File: config.mk
export PLATFORM = sky130hd
export DESIGN_NAME = gray_decode_stage
export DESIGN_NICKNAME = d
export VERILOG_FILES = /design/src/rtl/gray_decode_stage.sv
export SDC_FILE = /design/constraint.sdc
export NUM_CORES = 1
export LEC_CHECK = 0
export CAP_MARGIN = 20
export CORE_MARGIN = 3
export CORE_UTILIZATION = 48
export CTS_BUF_LIST = sky130_fd_sc_hd__clkbuf_4 sky130_fd_sc_hd__clkbuf_8 sky130_fd_sc_hd__clkbuf_16
export DETAILED_ROUTE_END_ITERATION = 6
export PLACE_DENSITY = 0.79
export SYNTH_ARGS = -nofsm -noshare
export SYNTH_HDL_FRONTEND = slang
export SYNTH_SLANG_ARGS = --single-unit
File: constraint.sdc
create_clock -name clk -period 2.13 [get_ports clk]
set_input_delay 0.426 -clock clk [delete_from_list [all_inputs] [get_ports clk]]
set_output_delay 0.426 -clock clk [all_outputs]
set_load 0.01 [all_outputs]
File: src/rtl/gray_decode_stage.sv
// Sequential Gray-to-binary decoder: one bit per cycle MSB first, ready/valid on both sides.
// Optional unit-distance checker enabled by defining GRAY_STEP_CHECK_EN.
module gray_decode_stage #(
    parameter int WIDTH = 8
) (
    input  logic             clk,
    input  logic             rst_n,
    input  logic             in_valid,
    output logic             in_ready,
    input  logic [WIDTH-1:0] in_gray,
    output logic             out_valid,
    input  logic             out_ready,
    output logic [WIDTH-1:0] out_bin,
    output logic             step_err,
    output logic [7:0]       err_cnt
);

    localparam int IW = $clog2(WIDTH);

    typedef enum logic [1:0] {
        IDLE   = 2'd0,
        DECODE = 2'd1,
        HOLD   = 2'd2
    } state_t;

    state_t           state_q;
    logic [WIDTH-1:0] gray_q;
    logic [WIDTH-1:0] bin_q;
    logic [IW-1:0]    idx_q;
    logic             acc_q;
    logic             bit_d;
    logic             accept_s;
    logic             last_bit_s;

    // Handshake qualification and the next decoded bit (acc_q carries bin[i+1]).
    always_comb begin
        accept_s   = in_valid && (state_q == IDLE);
        last_bit_s = (state_q == DECODE) && (idx_q == '0);
        bit_d      = acc_q ^ gray_q[idx_q];
    end

    // Main FSM: capture, bit-serial decode, hold until downstream accepts.
    always_ff @(posedge clk) begin
        if (!rst_n) begin
            state_q <= IDLE;
            gray_q  <= '0;
            bin_q   <= '0;
            idx_q   <= '0;
            acc_q   <= 1'b0;
        end else begin
            case (state_q)
                IDLE: begin
                    if (accept_s) begin
                        gray_q  <= in_gray;
                        bin_q   <= '0;
                        idx_q   <= IW'(WIDTH - 1);
                        acc_q   <= 1'b0;
                        state_q <= DECODE;
                    end
                end
                DECODE: begin
                    bin_q[idx_q] <= bit_d;
                    acc_q        <= bit_d;
                    if (idx_q == '0) begin
                        state_q <= HOLD;
                    end else begin
                        idx_q <= idx_q - IW'(1);
                    end
                end
                HOLD: begin
                    if (out_ready) begin
                        state_q <= IDLE;
                    end
                end
                default: begin
                    state_q <= IDLE;
                end
            endcase
        end
    end

    assign in_ready  = (state_q == IDLE);
    assign out_valid = (state_q == HOLD);
    assign out_bin   = bin_q;

`ifdef GRAY_STEP_CHECK_EN
    logic [WIDTH-1:0] prev_q;
    logic             have_prev_q;
    logic             pend_err_q;
    logic             step_err_q;
    logic [7:0]       err_cnt_q;
    logic             step_bad_s;

    function automatic logic [4:0] popcount(input logic [WIDTH-1:0] v);
        logic [4:0] c;
        c = 5'd0;
        for (int i = 0; i < WIDTH; i++) begin
            c = c + {4'd0, v[i]};
        end
        return c;
    endfunction

    // A word is flagged when it differs from its predecessor in anything but one bit.
    always_comb begin
        step_bad_s = have_prev_q && (popcount(in_gray ^ prev_q) != 5'd1);
    end

    // History, pending flag, and the error presented alongside the output word.
    always_ff @(posedge clk) begin
        if (!rst_n) begin
            prev_q      <= '0;
            have_prev_q <= 1'b0;
            pend_err_q  <= 1'b0;
            step_err_q  <= 1'b0;
            err_cnt_q   <= 8'd0;
        end else begin
            if (accept_s) begin
                prev_q      <= in_gray;
                have_prev_q <= 1'b1;
                pend_err_q  <= step_bad_s;
            end
            if (last_bit_s) begin
                step_err_q <= pend_err_q;
                if (pend_err_q && (err_cnt_q != 8'hFF)) begin
                    err_cnt_q <= err_cnt_q + 8'd1;
                end
            end else if ((state_q == HOLD) && out_ready) begin
                step_err_q <= 1'b0;
            end
        end
    end

    assign step_err = step_err_q;
    assign err_cnt  = err_cnt_q;
`else
    assign step_err = 1'b0;
    assign err_cnt  = 8'd0;
`endif

endmodule

# Yosys cells after proc, flatten, opt, wreduce, memory -nomap -nowiden
# Cells that the tools add are included.
# word_totals
register_bits	22
latch_bits	0
mem_bits_rw	0
mem_bits_ro	0
inputBits	12
wordCells	40
memories	0
# op_classes
n_addsub	1
n_mul	0
n_div	0
n_lt_le_gt_ge	2
n_eq_ne	6
n_shift	0
mux	16
n_bitwise	1
n_reduce_logical	9
# op_table
cell	count
case mux 8 bit (2 select lines)	1
bitwise mux 8 bit	1
two-way mux 8 bit	1
two-way mux 2 bit	3
two-way mux 3 bit	2
inequality test 2 x 1 -> 1 bit, second input constant	3
case mux 2 bit (3 select lines)	1
case mux 3 bit (2 select lines)	1
AND reduction 3 bit	2
< comparator 3 x 4 -> 1 bit, second input constant	1
AND reduction 2 bit	2
binary-select mux 1 bit (select 3 bit)	1
demux 1 bit (select 3 bit)	1
greater-or-equal comparator 3 x 1 -> 1 bit, second input constant	1
logical NOT 3 bit	1
two-way mux 1 bit	3
subtractor 3 x 1 -> 3 bit, second input constant	1
== test 2 x 1 -> 1 bit, second input constant	1
== test 2 bit, second input constant	1
logical AND 1 bit	2
logical NOT 2 bit	1
inequality test 2 bit, second input constant	1
case mux 1 bit (2 select lines)	1
nonzero test 2 bit	1
XOR 1 bit	1

# Longest topological paths before layout
# depth
word_depth	6
ltp_mapped	7
ltp_nobuf	6

# Worst setup path before layout
# No wires, ideal clock.
# synth_timing
kind	reg2reg
start	reg idx_q[0]
end	reg bin_q[0] (netlist: out_bin[0])
arrival_time_ns	1.789
setup_slack_ns	0.279
path_stages_with_launch	6
path_buffers	1
period_less_slack_ns	1.851
cell_sequence	dfxtp_1 > buf_6 > mux4_2 > mux2_4 > or4_1 > nand3_1
# synth_between
elab_chain_len	6
word_cells_on_any_way	10
cone_classes	order compare (2); mux (6); bitwise (1); reduce/logical (1)
# synth_lines
item	line_no	rtl
from (decl)	29	logic [IW-1:0] idx_q;
from (signal assigned)	56	idx_q <= IW'(WIDTH - 1);
from (signal assigned)	67	idx_q <= idx_q - IW'(1);
< comparator 3 x 4 -> 1 bit (not written as such) / greater-or-equal comparator 3 x 1 -> 1 bit (equally long branches)	62	bin_q[idx_q] <= bit_d;
logical AND 1 bit (not written as such)	62	
two-way mux 1 bit (not written as such)	62	
demux 1 bit (select 3 bit)	62	
bitwise mux 8 bit *	62	
case mux 8 bit (2 select lines) *	51	case (state_q)
to (signal, indexed assignment)	62	
to (decl)	28	logic [WIDTH-1:0] bin_q;
# Every way passes the cells marked *; elsewhere a longest branch is shown, timed or not. The select of a mux whose other input is x is not followed.
# A chain may end at the register's enable or synchronous reset.

# Worst setup path in the final report
# layout_timing
start	reg idx_q[1]
end	reg bin_q[1] (netlist: out_bin[1])
# Same word-level chain as after synthesis.

==> reports/qor.csv <==
metric,value,unit
CP Cell Sequence,mux4_2 > mux2_4 > or4_1 > nand3_1,
status,"finished, final reports clean",
antenna violations before repair,0,
"Async S/R FF share, synth",0,%
syn_area_per_cell,8.13,µm²
Seq cells post-synth,22,
"leading cell type in the layout, fill and taps excluded",nand2_1,
slowest CP cell,or4_1,
H-tree depth,1,
Bufs and invs on worst path,0,
Ys Warns,0,
Die Y-Extent,55.9,µm
GRT Overall Usage,14.6,%
# Post-CTS Setup Buffers,0,
DRT Wirelength,2310,µm
"Slew Viols, Final",0,
final setup fails,0,
number of routed nets with antenna violations,0,
"slowest stage delay, CP",540,ps
Clock Skews,12.4,ps
via count,1019,
Iteration-0 DRC Markers,16,
startpoint class of the critical path,flip-flop,
drt wl/cell,12.1,µm
Critical Path End Type,flip-flop,
DR pass1 iterations,4,
Pwr Total,995,µW
IO buf count,21,
ant diodes,0,
"non-filler cells, final",191,
die area,3120,µm²
worst-margin pin slew,547,ps
largest net degree at the start of global routing,19,
xor/xnor share of the synthesized area,0.733,%
post-placement cell area,1370,µm²
Post-synth EDFFs,0,
maxcap violations,0,
die width,55.9,µm
CP arrival,2190,ps
worst path required time,2390,ps
CTS root buf,clkbuf_4,
Compound-Gate Fraction of Synth Area,12.0,%
sequential area share after synthesis,36.9,%
Nets,178,
Synth Instances,147,
GPL Wtd Cong,0.741,
Starting Density,52.5,%
Clock transition at path regs,130,ps
core area,2280,µm²
Placed Cells incl. Taps,187,
fin area,1420,µm²
PD cells,699,nW/µm²
Post-CTS Hold Fix Bufs,0,
cts repair resizes,0,
Clock Path Buffers,2,
min-delay worst type,flip-flop to flip-flop,
Hold Fails Final Rpt,0,
Top Family by Delay on Critical Path,multiplexers,
"IR drop worst, VDD",0.615,mV
fmax,517,MHz
hold path startpoint,gray_q[1]$_SDFFE_PN0P_,
global-route wire length before repair,3800,µm
synthesized area,1190,µm²
post-synthesis mux area share,5.03,%
CP startpoint,idx_q[1]$_SDFFE_PN0P_,
Period minus WS final,1940,ps
Synth cell types,29,
drt via density,5.34,
simple-gate area share of the yosys netlist,31.8,%
Num CTS Buffers,3,
drc violations,0,
global route overflow,0,
"commonest non-fill, non-tap cells in the layout","nand2_1, dfxtp_1, clkdlybuf4s50_1",
Synth-to-Final Area Change,19.2,%
num ports,31,
Slew HR,63.4,%
Rows,17,
Post-Synth Adder-Cell Area,2.09,%
Critical R2R Launch,idx_q[1]$_SDFFE_PN0P_,
worst skew pair latency,300,ps
unrepaired setup endpoints after global routing,false,
Leak Pwr,0.000533,µW
setup_tns,0,ps
"Primary FF master, synth",dfxtp_1,
vias in the first global route,915,
fin crit share,90.9,%
share of layout cells above drive strength 1,7.98,%
top fanout value on the critical path,18,
DP HPWL,1730,µm
Num Clock Sinks,22,
largest family of logic cells by synthesized area,simple AND/OR/NAND/NOR gates,
WS Path Type,flip-flop to flip-flop,
CTS tree,built,
==> synth_stat cells (all sizes together), types with 2 or more instances <==
library cell,count,share of area [%]
or4,8,5.0
dfxtp,22,37
a21oi,10,4.2
nor2,6,1.9
nand2,26,8.2
a211oi,2,1.3
o2111ai,8,5.9
ha,2,2.1
nand2b,4,2.1
inv,3,0.94
nor3,10,4.2
or3b,2,1.5
clkbuf,9,2.9
nand3b,2,1.3
nand3,10,4.2
buf,11,7.2
mux4,2,3.8
==> path summary, 6_finish.rpt <==
kind	to	slack (ps)	cells after the start
worst max-delay path	out_bin[1]$_SDFFE_PN0P_	190	4
worst min-delay path	gray_q[1]$_SDFFE_PN0P_	460	2
worst min register to register	gray_q[1]$_SDFFE_PN0P_	460	2
worst max register to register	out_bin[1]$_SDFFE_PN0P_	190	4
==> per-stage QoR <==
step	utilization [%]	hold slack [ps]	setup slack, ps
after global routing	62.6	488	74.2
after floorplan	-	433	279
after global placement	60.3	443	264
after CTS	62.6	466	173
final	62.6	464	194
after detailed placement	60.3	447	209
==> power breakdown <==
| part | internal, µW | switching (µW) |
|---|---|---|
| Clock | 190 | 126 |
| Combinational | 92.8 | 125 |
| Sequential | 437 | 23.9 |
==> layout make-up <==
cell class / instances / area, µm²
timing repair buffer: 24 / 233
inverter: 3 / 11.3
fill: 204 / 852
clock inverter: 1 / 30.0
clock buffer: 3 / 22.5
multi-input combinational: 110 / 652
sequential: 22 / 440
tap: 28 / 35.0
==> sequential cells by signal, indices dropped and copies added (netlist names) <==
signal	count
acc_q	1
gray_q	8
idx_q	3
out_bin	8
state_q	2
==> cells by family (layout without fill, tap and decap cells) <==
logic type,after synthesis,in the layout
buffers and inverters,23,31
DFF,22,22
and+or+nand+nor,74,74
adders and majority gates,2,2
muxes,3,3
other,1,9
AOI/OAI and AO/OA,21,21
xor gates and xnor gates,1,1
==> routing by layer <==
metal / GRT usage [%] / up-vias / part of all wire (%) / routed length [µm]
li1: - / 540 / - / -
met1: 18.7 / 454 / 47 / 1090
met2: 25.7 / 23 / 47 / 1090
met3: 2.09 / 2 / 4.6 / 107
met4: 4.07 / 0 / 0.69 / 16
met5: 0 / - / 0 / 0
==> worst register-to-register path: stages, from the launching register on <==
cell and delay, ps:
dfxtp_1 390, mux4_2 510, mux2_4 350, or4_1 540, nand3_1 100
Note: power is estimated with default switching activity, not from simulation.
